<file path="src/rtl/csync_pkg.sv">
// csync_pkg: shared pulse-class and FSM types plus lock constants for the composite-sync decoder.
package csync_pkg;
  typedef enum logic [1:0] {GLITCH, LINE, INVALID, BROAD} pulse_class_e;
  typedef enum logic {HIGH, LOW} state_e;
  localparam logic [3:0] LOCK_COUNT = 4'd8;
  localparam int LOCK_TOL = 4;
endpackage

</file>
<file path="src/rtl/csync_pulse_meas.sv">
// csync_pulse_meas: synchronizes csync, measures each low pulse and emits one-clock class strobes.
module csync_pulse_meas
  import csync_pkg::*;
#(
  parameter int HS_MIN = 4,
  parameter int HS_MAX = 16,
  parameter int VS_MIN = 32
) (
  input  logic clk,
  input  logic reset_n,
  input  logic csync_i,
  output logic line_o,
  output logic invalid_o,
  output logic broad_o
);
  logic [1:0] sync_q, fill_q;
  state_e state_q, state_d;
  logic [9:0] width_q, width_d;
  logic armed_q, armed_d, cs_s, done;
  int w;
  pulse_class_e cls;
  assign cs_s = sync_q[1];
  always_ff @(posedge clk or negedge reset_n) begin
    if (!reset_n) begin
      sync_q  <= 2'b11;
      fill_q  <= 2'b00;
      state_q <= HIGH;
      width_q <= '0;
      armed_q <= 1'b0;
    end else begin
      sync_q  <= {sync_q[0], csync_i};
      fill_q  <= {fill_q[0], 1'b1};
      state_q <= state_d;
      width_q <= width_d;
      armed_q <= armed_d;
    end
  end
  // armed only once a genuine high is seen, so a pulse cut by reset is never measured
  always_comb begin
    state_d = state_q;
    width_d = width_q;
    done    = 1'b0;
    armed_d = armed_q | (fill_q[1] & cs_s);
    w       = int'(width_q) + 1;
    if (state_q == HIGH) begin
      if (!cs_s && armed_q) begin
        state_d = LOW;
        width_d = '0;
      end
    end else if (cs_s) begin
      state_d = HIGH;
      done    = 1'b1;
    end else begin
      width_d = (width_q == '1) ? width_q : width_q + 10'd1;
    end
    cls = (w < HS_MIN) ? GLITCH : (w <= HS_MAX) ? LINE : (w < VS_MIN) ? INVALID : BROAD;
  end
  assign line_o    = done && cls == LINE;
  assign invalid_o = done && cls == INVALID;
  assign broad_o   = done && cls == BROAD;
endmodule

</file>
<file path="src/rtl/csync_decoder.sv">
// csync_decoder: regenerates line/frame timing from composite sync.
// Define CSYNC_FLYWHEEL_EN to insert hsync for missing line pulses while locked.
module csync_decoder
  import csync_pkg::*;
#(
  parameter int LINE_CLKS    = 128,
  parameter int HS_MIN       = 4,
  parameter int HS_MAX       = 16,
  parameter int VS_MIN       = 32,
  parameter int LINE_MIN     = 96,
  parameter int HBLANK_CLKS  = 24,
  parameter int VBLANK_LINES = 20
) (
  input  logic       clk,
  input  logic       reset_n,
  input  logic       csync,
  output logic       hsync,
  output logic       vsync,
  output logic       hblank,
  output logic       vblank,
  output logic [9:0] xpos,
  output logic [9:0] ypos,
  output logic       frame_start,
  output logic       locked,
  output logic       err_pulse
);
  logic line_s, inv_s, broad_s;
  logic [9:0] xpos_q, xpos_d, ypos_q, ypos_d;
  logic [3:0] cnt_q, cnt_d;
  logic hsync_q, vsync_q, vsync_d, fs_q, locked_q, locked_d, err_q, seen_q, seen_d;
  logic acc, in_tol, miss, ins, hs, fs;
  int tmr;
`ifdef CSYNC_FLYWHEEL_EN
  logic [1:0] fly_q, fly_d;
`endif
  csync_pulse_meas #(.HS_MIN(HS_MIN), .HS_MAX(HS_MAX), .VS_MIN(VS_MIN)) u_meas (
    .clk(clk), .reset_n(reset_n), .csync_i(csync),
    .line_o(line_s), .invalid_o(inv_s), .broad_o(broad_s)
  );
  always_ff @(posedge clk or negedge reset_n) begin
    if (!reset_n) begin
      xpos_q   <= '0;
      ypos_q   <= '0;
      cnt_q    <= '0;
      hsync_q  <= 1'b0;
      vsync_q  <= 1'b0;
      fs_q     <= 1'b0;
      locked_q <= 1'b0;
      err_q    <= 1'b0;
      seen_q   <= 1'b0;
`ifdef CSYNC_FLYWHEEL_EN
      fly_q    <= '0;
`endif
    end else begin
      xpos_q   <= xpos_d;
      ypos_q   <= ypos_d;
      cnt_q    <= cnt_d;
      hsync_q  <= hs;
      vsync_q  <= vsync_d;
      fs_q     <= fs;
      locked_q <= locked_d;
      err_q    <= inv_s;
      seen_q   <= seen_d;
`ifdef CSYNC_FLYWHEEL_EN
      fly_q    <= fly_d;
`endif
    end
  end
  // tmr is the hsync spacing this clock's event would produce
  always_comb begin
    tmr      = int'(xpos_q) + 1;
    acc      = line_s && tmr >= LINE_MIN;
    in_tol   = tmr >= LINE_CLKS - LOCK_TOL && tmr <= LINE_CLKS + LOCK_TOL;
    miss     = locked_q && !acc && tmr == LINE_CLKS + LOCK_TOL;
    cnt_d    = cnt_q;
    locked_d = locked_q;
`ifdef CSYNC_FLYWHEEL_EN
    ins   = miss;
    fly_d = acc ? 2'd0 : fly_q;
    if (miss) begin
      fly_d = fly_q + 2'd1;
      if (fly_q == 2'd2) begin
        cnt_d    = '0;
        locked_d = 1'b0;
      end
    end
`else
    ins = 1'b0;
    if (miss) begin
      cnt_d    = '0;
      locked_d = 1'b0;
    end
`endif
    hs = acc | ins;
    if (acc) begin
      cnt_d    = !in_tol ? 4'd1 : (cnt_q == LOCK_COUNT) ? cnt_q : cnt_q + 4'd1;
      locked_d = cnt_d == LOCK_COUNT;
    end
    if (inv_s) begin
      cnt_d    = '0;
      locked_d = 1'b0;
    end
    fs      = broad_s && seen_q;
    seen_d  = acc ? 1'b1 : broad_s ? 1'b0 : seen_q;
    vsync_d = broad_s ? 1'b1 : acc ? 1'b0 : vsync_q;
    xpos_d  = hs ? '0 : (xpos_q == '1) ? xpos_q : xpos_q + 10'd1;
    ypos_d  = fs ? '0 : !hs ? ypos_q : (ypos_q == '1) ? ypos_q : ypos_q + 10'd1;
  end
  assign hsync       = hsync_q;
  assign vsync       = vsync_q;
  assign xpos        = xpos_q;
  assign ypos        = ypos_q;
  assign hblank      = int'(xpos_q) < HBLANK_CLKS;
  assign vblank      = int'(ypos_q) < VBLANK_LINES;
  assign frame_start = fs_q;
  assign locked      = locked_q;
  assign err_pulse   = err_q;
endmodule

</file>
<file path="config.mk">
export PLATFORM = sky130hd
export DESIGN_NAME = csync_decoder
export DESIGN_NICKNAME = d
export VERILOG_FILES = /design/src/rtl/csync_pkg.sv /design/src/rtl/csync_pulse_meas.sv /design/src/rtl/csync_decoder.sv
export SDC_FILE = /design/constraint.sdc
export NUM_CORES = 1
export LEC_CHECK = 0
export CAP_MARGIN = 20
export CELL_PAD_IN_SITES_DETAIL_PLACEMENT = 1
export CELL_PAD_IN_SITES_GLOBAL_PLACEMENT = 1
export CORE_MARGIN = 2
export CORE_UTILIZATION = 40
export CTS_BUF_LIST = sky130_fd_sc_hd__clkbuf_2 sky130_fd_sc_hd__clkbuf_4 sky130_fd_sc_hd__clkbuf_8
export DETAILED_ROUTE_END_ITERATION = 10
export GPL_ROUTABILITY_DRIVEN = 0
export GPL_TIMING_DRIVEN = 0
export MAX_ROUTING_LAYER = met4
export PLACE_DENSITY = 0.72
export SETUP_SLACK_MARGIN = 0.15
export SLEW_MARGIN = 10
export SYNTH_ARGS = -nofsm -noshare
export SYNTH_HDL_FRONTEND = slang
export SYNTH_HIERARCHICAL = 1
export SYNTH_SLANG_ARGS = --single-unit
</file>
<file path="constraint.sdc">
create_clock -name clk -period 7.15 [get_ports clk]
set_clock_uncertainty 0.05 [all_clocks]
set_input_delay 1.43 -clock clk [delete_from_list [all_inputs] [get_ports clk]]
set_output_delay 1.43 -clock clk [all_outputs]
set_load 0.02 [all_outputs]
</file>
Word level (Yosys, flattened, before mapping):

Index checks and enable logic that the tools add are counted.
W data, S select, Z words.

* register bits after elaboration: 46
* output and inout port bits: 27
* word-level logic and storage cells: 89

* bitwise logic cells: 2
* add/sub/neg operators: 6
* order comparisons: 8
* muxes and demuxes: 29
* equal/unequal tests: 13
* reduce and logical (&&, ||, !) cells: 17

Operators with widths (number)
* $mux W10: 9
* $le A32 B6 Y1 const B: 1
* $lt A32 B4 Y1 const B: 1
* $lt A32 B7 Y1 const B: 1
* $add A10 B1 Y10 const B: 3
* $eq A10 B10 Y1 const B: 3
* $add A10 B1 Y11 const B: 2
* $ge A11 B7 Y1 const B: 2
* $lt A10 B5 Y1 const B: 2
* $mux W4: 5
* $mux W1: 13
* $eq A11 B8 Y1 const B: 1
* $le A11 B8 Y1 const B: 1
* $logic_and A1 B1 Y1: 9
* $eq A4 B4 Y1 const B: 2
* $ne A2 B2 Y1 const B: 4
* $reduce_bool A2 Y1: 3
* $add A4 B1 Y4 const B: 1
* $eq A2 B2 Y1 const B: 2
* $mux W2: 2
* $reduce_and A3 Y1: 1
* $reduce_bool A3 Y1: 1
* $eq A2 B1 Y1 const B: 1
* $logic_not A1 Y1: 2
* 3 further kinds: 3

Depth between registers and ports, before layout:

Gate-level depths: netlist of the first run.

* depth in word-level cells: 14
* mapped depth: 11
* depth with buffers taken out: 9

By module:

Netlist of the first run, hierarchy kept.

By module, submodules not included
* csync_decoder: area an instance 1869.3 um^2, instances 1, cells each 198
* csync_pulse_meas: area an instance 1042.2 um^2, instances 1, cells each 113

Least setup slack after synthesis of the first run:

No wires, ideal clock.

* path type: register -> register
* from: reg u_meas.width_q[0]
* to: reg ypos_q[0], in the netlist ypos[0]
* path slack: 4.130 ns
* data required time: 7.022 ns
* path buffers: 2
* stages on the path, launching flop included: 11
* arrival: 2.892 ns
* path through: dfrtp_1 ha_1 buf_6 or3_4 a2111oi_4 nor3_2 a211oi_1 o31ai_4 buf_2 or3_1 a21oi_1

* longest elaborated chain between the ends: 10
* elaborated cells on any way between the ends: 17
* those cells by class: add/sub: 1; order compare: 3; eq/ne: 3; mux: 4; reduce/logical: 6

RTL lines
* start, declared: line csync_pulse_meas.sv:18 `logic [9:0] width_q, width_d;`
* start signal, assigned: line csync_pulse_meas.sv:34 `width_q <= width_d;`
* $add A10 B1 Y11 (*): line csync_pulse_meas.sv:44 `w = int'(width_q) + 1;`
* $lt A32 B7 Y1: line csync_pulse_meas.sv:56 `cls = (w < HS_MIN) ? GLITCH : (w <= HS_MAX) ? LINE : (w < VS_MIN) ? INVALID : BROAD;`
* $mux W1: line csync_pulse_meas.sv:56
* $mux W2: line csync_pulse_meas.sv:56
* $mux W2 (*): line csync_pulse_meas.sv:56
* $eq A2 B1 Y1 (*): line csync_pulse_meas.sv:58 `assign line_o = done && cls == LINE;`
* $logic_and A1 B1 Y1 (*): line csync_pulse_meas.sv:58
* via line_s: line csync_decoder.sv:27 `logic line_s, inv_s, broad_s;`
* $logic_and A1 B1 Y1 (*): line csync_decoder.sv:72 `acc = line_s && tmr >= LINE_MIN;`
* $reduce_bool A2 Y1 (no line) (*)
* $reduce_and A2 Y1 (no line) (*)
* end signal, assigned: line csync_decoder.sv:56 `ypos_q <= ypos_d;`
* end, declared: line csync_decoder.sv:28 `logic [9:0] xpos_q, xpos_d, ypos_q, ypos_d;`

The timed path passes the listed nets; every way through them passes the cells marked *.
A chain may end at the register's enable or synchronous reset.

Final worst setup path of the first run:

* from: reg xpos_q[3], in the netlist xpos[3]
* to: out hblank

* longest elaborated chain between the ends: 1

RTL lines
* start, declared: line csync_decoder.sv:28
* start signal, assigned: line csync_decoder.sv:55 `xpos_q <= xpos_d;`
* $lt A10 B5 Y1: line csync_decoder.sv:113 `assign hblank = int'(xpos_q) < HBLANK_CLKS;`
* end, declared: line csync_decoder.sv:19 `output logic hblank,`

Every way passes these cells.

==> results of run 1 <==
## where the power goes
part | internal, mW | leakage [nW] | switching, mW
sequential | 0.266 | 0.606 | 0.00513
clock | 0.108 | 0.0548 | 0.0914
combinational | 0.0167 | 0.741 | 0.0263
## layout by cell type, fill, tap and decap left out, types with 2 or more instances in the layout
cell and n:
dfrtp_1 44, clkdlybuf4s50_1 28, nand2_1 21, a21oi_1 21, nor2_1 16, nand3_1 15, o21ai_0 13, a31oi_1 12
inv_1 11, and3_1 9, buf_2 8, clkbuf_1 7, or3_1 7, nor3_1 7, and2_1 6, a21o_1 6
ha_1 6, nand2b_1 5, xnor2_1 5, mux2i_1 5, clkbuf_8 5, nand4_1 4, nor4_1 4, o31ai_1 4
nor2b_1 4, nand4b_1 4, a41oi_1 3, and4b_1 3, a22o_1 3, buf_6 3, and4_1 2, or4_1 2
o211ai_1 2, a32o_1 2, nand3b_1 2, xor2_1 2, o21a_1 2, dfstp_2 2
## cell type report
type	count	area share
Clock buffer	6	0.02209
Timing Repair Buffer	30	0.08837
Buffer	18	0.02970
Tap cell	99	0.03586
Inverter	12	0.01304
Multi-Input combinational cell	235	0.4661
Sequential cell	46	0.3339
Clock inverter	2	0.01087
## sequential cells by signal, summed over array words and instances, names as in the netlist
register        count
vsync               1
u_meas/armed_q      1
u_meas/state_q      1
xpos               10
u_meas/width_q     10
u_meas/sync_q       2
ypos               10
cnt_q               4
seen_q              1
u_meas/fill_q       2
frame_start         1
err_pulse           1
locked              1
hsync               1
## cell families after synthesis
logic type / share of synthesized area
AOI/OAI and AO/OA: 0.2243
muxes: 0.02106
buffers and inverters: 0.05071
adders and majority gates: 0.02578
xor gates and xnor gates: 0.02106
DFF: 0.3962
and+or+nand+nor: 0.2596
other: 0.001288
## worst paths after layout
| check | start | end | slack [ps] | depth (start not counted) |
|---|---|---|---|---|
| worst min register to register | u_meas/fill_q[0] | u_meas/fill_q[1] | 310 | 0 |
| min in group asynchronous | reset_n | xpos[5] | 970 | 1 |
| worst max-delay path | xpos[3] | hblank | 3680 | 4 |
| max in group asynchronous | reset_n | u_meas/sync_q[1] | 5530 | 2 |
| worst min-delay path | u_meas/fill_q[0] | u_meas/fill_q[1] | 310 | 0 |
| worst max register to register | u_meas/width_q[0] | xpos[9] | 3740 | 10 |
## layer usage
| metal | GRT usage | vias up | share of wire |
|---|---|---|---|
| met3 | 0.03324 | 4 | 0.018 |
| met4 | 0.04885 | 0 | 0.0080 |
| met1 | 0.2823 | 1272 | 0.47 |
| met2 | 0.3481 | 28 | 0.50 |
| met5 | - | - | 0 |
| li1 | - | 1245 | - |
## worst max-delay path, delay by kind of cell (launching register included)
kind,cells,cell delay (ps)
AO/OA/AOI/OAI,1,300
AND/OR/NAND/NOR,1,170
buffers and inverters,2,830
flip-flops,1,390
==> impl_metrics.tcl, run 1 <==
set metrics [dict create \
    status "complete, no violations" \
    fmax_mhz 288.5 \
    grt_pass1_wl_mm 13.06 \
    ys.flop_type "dfrtp_1" \
    timing.slew.headroom 0.4805 \
    min_period_ps 3466 \
    nFillCells 879 \
    placed_area_mm2 0.003341 \
    wl_per_cell_um 16.56 \
    ys_ff_latch 46 \
    post_cts_buffers 0 \
    cts_made_buffers 5 \
    cts-root-buf "clkbuf_8" \
    drt-total-wl_mm 7.419 \
    hold_ws_ps 305.8 \
    rows 31 \
    hold_class "flop to flop" \
    seq_area_frac_synth 0.3962 \
    maxSlewViolCount 0 \
    dr.pass1.iters 4 \
    layout.nets 357 \
    timing.final.crit_share 0.4848 \
    hold_buffers 0 \
    drive_above_1_share 0.1232 \
    track_usage 0.2141 \
    dp_cells 440 \
    synthArstFlopShare 1.000 \
    yosysWarnings 6 \
    avgSynthCellArea_um2 9.362 \
    clock_path_buffers 2 \
    detailedPlacementHpwl_mm 5.465 \
    drtIter0Drc 85 \
    stdcell_count 448 \
    clkSinkCount 46 \
    die_y_um 89.32 \
    crit_chain "buf_2, a211o_1, nor4_1, clkdlybuf4s50_1" \
    final_util 0.4840 \
    clkLatencyLatePin_ps 300 \
    cp-end-kind "output pin" \
    cp.required_ps 5670 \
    overflow 0 \
    area_growth_pct 18.65 \
    slowest_stage "clkdlybuf4s50_1" \
    antenna_found_initial 0 \
    coreArea_mm2 0.007137 \
    numPortBuffers 29 \
    setup_viol 0 \
    setup_tns_ps 0 \
    syn_nets 320 \
    synth_most_common_cell "dfrtp_1" \
    crit_path_start_kind "flop" \
    grt_pass1_vias 2600 \
    pre_cts_ws_ps 3703 \
    path_max_fanout 9 \
    syn_inst 311 \
    synth-edff-count 0 \
    drc_errors 0 \
    ant_nets 0 \
    multi_input_area_mm2 0.001610 \
    fin_area_mm2 0.003455 \
    cts_resized 0 \
    h-tree-depth 2 \
    ir_worst_vdd_mv 0.1085 \
    drv_cap 0 \
    io_pins 30 \
    worstPathArrival_ps 1990 \
    power.leakage_nw 1.402 \
    powerDensity_mw_per_mm2 148.7 \
    path_clk_slew_ps 90 \
    synth_area_leader_cell "dfrtp_1" \
    cts_tree "yes" \
    grt_start_max_net_pins 35 \
    yosys-top-cells-count "44 x dfrtp_1, 21 x a21oi_1, 21 x nand2_1" \
    initial_core_util 0.4080 \
    ys_types 76 \
    yosysTopAreaCellShare 0.3782 \
    crit_type "flop to output pin" \
    num_antenna_cells 0 \
    worst_pin_slew_ps 769.4 \
    vias_per_cell 5.690 \
    synth_area_mm2 0.002912 \
    cpPeakStageDelay_ps 650 \
    seqCellArea_mm2 0.001154 \
    timing.final.ws_setup_ps 3684 \
    final_hold_viol_count 0 \
    total_power_mw 0.5135 \
    rsz0062_at_grt "no" \
    synth_area_leaders "dfrtp_1 38%, a21oi_1 3.6%, nand2_1 2.7%" \
    die_w_um 89.32 \
    dieArea_mm2 0.007977 \
    vias 2549 \
]
(Power assumes the default switching activity.)
==> run 2, diff against run 1 <==
--- a/config.mk
+++ b/config.mk
@@ -15,7 +15,7 @@
 export GPL_ROUTABILITY_DRIVEN = 0
 export GPL_TIMING_DRIVEN = 0
 export MAX_ROUTING_LAYER = met4
-export PLACE_DENSITY = 0.72
+export PLACE_DENSITY = 0.75
 export SETUP_SLACK_MARGIN = 0.15
 export SLEW_MARGIN = 10
 export SYNTH_ARGS = -nofsm -noshare
==> constraint.sdc (replaced) <==
create_clock -name clk -period 2.85 [get_ports clk]
set_clock_uncertainty 0.05 [all_clocks]
set_input_delay 0.57 -clock clk [delete_from_list [all_inputs] [get_ports clk]]
set_output_delay 0.57 -clock clk [all_outputs]
set_load 0.02 [all_outputs]
==> run 2 against run 1 <==
Effect of this change: clock-buffer cell count down 1; register-to-register slack worse by 3600 ps; first-iteration DRC count up 25%; core utilization up 3.2 points; die area unchanged; final area up 6.6%; worst setup slack worse by 3500 ps; clock power rose to 2.6 times the previous value; non-clock buffer count up 10; largest cell class unchanged; largest power group unchanged.
==> impl_metrics.tcl, run 2 (same netlist as run 1, synthesis figures left out) <==
set metrics [dict create \
    path_buf_inv 3 \
    antenna_found_initial 0 \
    stdcell_count 458 \
    drt-total-wl_mm 7.687 \
    final_util 0.5158 \
    drv_cap 0 \
    rsz0062_at_grt "yes" \
    timing.slew.headroom 0.6307 \
    setup_viol 0 \
    worstSetupStartpoint "u_meas/width_q[1]" \
    overflow 0 \
    rows 31 \
    detailedPlacementHpwl_mm 5.333 \
    num_antenna_cells 0 \
    placed_area_mm2 0.003354 \
    cp.required_ps 3000 \
    status "complete, no violations" \
    clkLatencyLatePin_ps 300 \
    most-common-layout-cells "40 x dfrtp_1, 27 x clkdlybuf4s50_1, 21 x nand2_1, 18 x a21oi_1, 15 x nor2_1" \
    area_growth_pct 26.43 \
    vias_per_cell 5.762 \
    numPortBuffers 29 \
    slowest_stage "dfrtp_2" \
    final_hold_viol_count 0 \
    min_period_ps 2665 \
    path_clk_slew_ps 100 \
    initial_core_util 0.4080 \
    drtIter0Drc 106 \
    wl_per_cell_um 16.78 \
    ant_nets 0 \
    dp_cells 440 \
    vias 2639 \
    worstPathArrival_ps 2820 \
    crit_chain "ha_4, buf_6, or3_4, a2111oi_4, nor3_4, buf_4, nor4b_4, buf_4, nor2b_4, o21ai_4, a21oi_2, a32o_1" \
    clock_path_buffers 2 \
    timing.final.crit_share 0.9351 \
    hold_ws_ps 176.9 \
    worstReg2RegStart "u_meas/width_q[1]" \
    path_depth 12 \
    grt_pass1_vias 2706 \
    drc_errors 0 \
    drive_above_1_share 0.2145 \
    crit_path_start_kind "flop" \
    dr.pass1.iters 4 \
    fin_area_mm2 0.003681 \
    reg2regPathDepth 12 \
    io_pins 30 \
    grt_pass1_wl_mm 13.23 \
    track_usage 0.2159 \
    ir_worst_vdd_mv 0.1571 \
    worst_pin_slew_ps 545.4 \
    layout.nets 367 \
    grt_start_max_net_pins 27 \
    cts-root-buf "clkbuf_8" \
    crit_type "flop to flop" \
    power.leakage_nw 1.504 \
    final_common_cell "dfrtp_1" \
    fmax_mhz 375.2 \
    hold_buffers 0 \
    cp-end-kind "flop" \
    die_w_um 89.32 \
    path_max_fanout 5 \
    clkSinkCount 46 \
    dieArea_mm2 0.007977 \
    coreArea_mm2 0.007137 \
    die_y_um 89.32 \
    powerDensity_mw_per_mm2 363.5 \
    cts_tree "yes" \
    crit_path_frequent_cell "buf_4" \
    maxSlewViolCount 0 \
    h-tree-depth 2 \
    cpPeakStageDelay_ps 440 \
    setup_tns_ps 0 \
    critPathTopFamily "compound AO/OA/AOI/OAI gates" \
    cts_made_buffers 5 \
    hold_class "input pin to async pin" \
]
-- run 2: through the flow --
| step | worst slack, ps | power (mW) |
|---|---|---|
| floorplan | 145.6 | 0.7642 |
| finish | 184.9 | 1.338 |
| global route | 79.80 | 1.403 |
| CTS | 81.32 | 1.337 |
| detailed placement | -399.0 | 0.8062 |
| global placement | -229.1 | 0.8009 |
-- run 2: layer usage --
| layer | up-vias | GRT usage | part of all wire |
|---|---|---|---|
| met5 | - | - | 0 |
| met4 | 0 | 0.04885 | 0.0086 |
| met3 | 7 | 0.02862 | 0.022 |
| met2 | 39 | 0.3468 | 0.49 |
| met1 | 1333 | 0.2918 | 0.48 |
| li1 | 1260 | - | - |
-- run 2: final cells by class --
type | instances | area, µm²
fill | 843 | 3456
multi-input combinational | 235 | 1732
clock buffer | 5 | 68.82
clock inverter | 3 | 43.79
buffer | 18 | 123.9
timing repair buffer | 40 | 382.9
sequential | 46 | 1159
inverter | 12 | 47.55
tap | 99 | 123.9
-- run 2: power by group --
| part | internal (mW) | switching (mW) |
|---|---|---|
| Sequential | 0.668 | 0.00984 |
| Clock | 0.263 | 0.248 |
| Combinational | 0.0643 | 0.0851 |
| Total | 0.996 | 0.343 |
-- run 2: repair_timing --
item / in CTS / in global routing
setup buffers: 7 / 3
hold endpoints to repair: 0 / 0
pin swaps: 7 / 7
endpoints found under the setup margin: 26 / 27
resized for setup: 14 / 28
-- run 2: final timing paths --
kind | end | slack, ps
setup reg to reg | locked | 180
setup / recovery | locked | 180
hold reg to reg | u_meas/fill_q[1] | 310
max in group asynchronous | cnt_q[1] | 2060
min in group clk | u_meas/fill_q[1] | 310
hold / removal | u_meas/width_q[9] | 180
==> run 3, diff against run 2 <==
--- a/config.mk
+++ b/config.mk
@@ -15,7 +15,7 @@
 export GPL_ROUTABILITY_DRIVEN = 0
 export GPL_TIMING_DRIVEN = 0
 export MAX_ROUTING_LAYER = met4
-export PLACE_DENSITY = 0.75
+export PLACE_DENSITY = 0.72
 export SETUP_SLACK_MARGIN = 0.15
 export SLEW_MARGIN = 10
 export SYNTH_ARGS = -nofsm -noshare
==> constraint.sdc (replaced) <==
create_clock -name clk -period 2.8 [get_ports clk]
set_clock_uncertainty 0.05 [all_clocks]
set_input_delay 0.56 -clock clk [delete_from_list [all_inputs] [get_ports clk]]
set_output_delay 0.56 -clock clk [all_outputs]
set_load 0.02 [all_outputs]
==> run 3 against run 2 <==
Effect of this change: global-route usage grew 0.15 points; clock-buffer cell count is the same; first-iteration DRC count grew 1.9%; combinational power grew 16%; clock power is essentially flat; sequential share of layout area shrank 2.3 points; power grew 2.7%; worst hold slack lost 0.74 ps; largest cell class unchanged; highest routed layer unchanged.
==> impl_metrics.tcl, run 3 (same netlist as run 1, synthesis figures left out) <==
set metrics [dict create \
    status "complete, no violations" \
    clkSinkCount 46 \
    reg2regPathDepth 11 \
    timing.slew.headroom 0.6270 \
    track_usage 0.2174 \
    vias 2692 \
    grt_pass1_vias 2660 \
    pwr-share-comb 0.126 \
    final_hold_viol_count 0 \
    ant_nets 0 \
    die_w_um 89.32 \
    cp.required_ps 2930 \
    initial_core_util 0.4080 \
    powerDensity_mw_per_mm2 346.4 \
    path_max_fanout 5 \
    pre_cts_ws_ps -312.5 \
    detailedPlacementHpwl_mm 5.252 \
    fin_area_mm2 0.003968 \
    p_seq_frac 0.502 \
    path_clk_slew_ps 90 \
    dr.pass1.iters 4 \
    timing.final.crit_share 0.9892 \
    power.switching_mw 0.3507 \
    crit_type "flop to flop" \
    cts-root-buf "clkbuf_8" \
    crit_chain "ha_4, buf_6, or3_4, a2111oi_4, nor3_4, buf_6, nor4b_4, buf_4, nand2b_4, or3_1, o311ai_1" \
    p_clk_frac 0.373 \
    worstPathArrival_ps 2900 \
    final_common_cell "dfrtp_1" \
    reg2reg_slack_ps 30 \
    rows 31 \
    cpPeakStageDelay_ps 440 \
    min_period_ps 2770 \
    grt_start_max_net_pins 26 \
    placed_area_mm2 0.003361 \
    ir_worst_vdd_mv 0.2467 \
    crit_path_frequent_cell "buf_6" \
    antenna_found_initial 0 \
    worstReg2RegStart "u_meas/width_q[0]" \
    clock_path_buffers 2 \
    maxSlewViolCount 0 \
    numPortBuffers 29 \
    fmax_mhz 361.0 \
    grt_pass1_wl_mm 13.29 \
    final_util 0.5559 \
    h-tree-depth 2 \
    coreArea_mm2 0.007137 \
    drc_errors 0 \
    cts_made_buffers 5 \
    overflow 0 \
    reg2reg_to "cnt_q[0]" \
    drv_cap 0 \
    cp-end-kind "flop" \
    setup_tns_ps 0 \
    dieArea_mm2 0.007977 \
    timing.final.ws_setup_ps 30.17 \
    most-common-layout-cells "40 x dfrtp_1, 27 x clkdlybuf4s50_1, 21 x nand2_1, 17 x buf_4" \
    drt-total-wl_mm 8.108 \
    clkLatencyLatePin_ps 300 \
    crit_path_start_kind "flop" \
    rsz0062_at_grt "yes" \
    area_growth_pct 36.27 \
    power.leakage_nw 1.593 \
    vias_per_cell 5.740 \
    io_pins 30 \
    num_antenna_cells 0 \
    setup_viol 0 \
    slowest_stage "dfrtp_2" \
    cts_tree "yes" \
    nFillCells 822 \
    hold_buffers 0 \
    die_y_um 89.32 \
    drtIter0Drc 108 \
    worst_pin_slew_ps 557.9 \
    layout.nets 378 \
    intPower_mw 1.024 \
    p_sw_frac 0.2552 \
    hold_class "input pin to async pin" \
    wl_per_cell_um 17.29 \
    drive_above_1_share 0.2892 \
]
-- run 3: cell types whose count changed in the layout (fill, tap and decap cells not counted), sizes merged --
cell  previous run  this run
buf             23        34
-- run 3: worst max-delay path, delay by kind of cell, from the launching register on --
kind	cells	cell delay, ps
compound gates	2	480
fa+ha+maj	1	160
buf+inv	3	460
flops	1	440
simple gates	5	1030
-- run 3: how the worst max path moves through the flow --
stage                     slack (ps)       end         startpoint  depth (start not counted)
after CTS                         30   ypos[0]  u_meas/width_q[0]                         10
final                             30  cnt_q[0]  u_meas/width_q[0]                         11
after global routing             -50   ypos[5]  u_meas/width_q[0]                         12
after global placement          -290   xpos[0]            reset_n                          1
after detailed placement        -310   xpos[9]  u_meas/width_q[0]                         11
after floorplan                  150   ypos[0]  u_meas/width_q[0]                         10
-- run 3: what timing repair did --
action | 4_1_cts | 5_1_grt
resized for setup | 25 | 47
endpoints found under the setup margin | 26 | 28
buffers inserted | 15 | 5
pin swaps | 11 | 17
cloned | 1 | 0
-- run 3: final cells by class --
| type | count | area, µm² | share of cell area |
|---|---|---|---|
| Buffer | 18 | 141.4 | 0.03564 |
| Clock buffer | 5 | 68.82 | 0.01734 |
| Clock inverter | 3 | 43.79 | 0.01104 |
| Inverter | 12 | 45.04 | 0.01135 |
| Multi-Input combinational cell | 235 | 1889 | 0.4762 |
| Sequential cell | 46 | 1159 | 0.2920 |
| Tap cell | 99 | 123.9 | 0.03122 |
| Timing Repair Buffer | 51 | 496.7 | 0.1252 |
-- run 3: per-layer routing --
layer	wire, µm	vias to the layer above	GRT usage	share of wire
met4	97	0	0.04749	0.012
met3	226	13	0.02862	0.028
met1	3855	1339	0.3053	0.48
met2	3929	56	0.3367	0.48
met5	0	-	-	0
li1	-	1284	-	-
-- run 3: power by group through the flow --
stage	Combinational, mW	Clock, mW	Sequential (mW)
5_1_grt	0.192	0.564	0.691
3_3_place_gp	0.111	0	0.706
4_1_cts	0.147	0.535	0.690
6_report	0.173	0.513	0.689
2_1_floorplan	0.0769	0	0.702
3_5_place_dp	0.116	0	0.706
-- run 3: per-stage QoR --
step	hold slack, ps	total power [mW]	cells
finish	176.2	1.374	469
global route	215.7	1.448	469
CTS	187.4	1.372	464
detailed placement	290.3	0.8225	440
global placement	282.9	0.8166	439
floorplan	214.4	0.7790	311
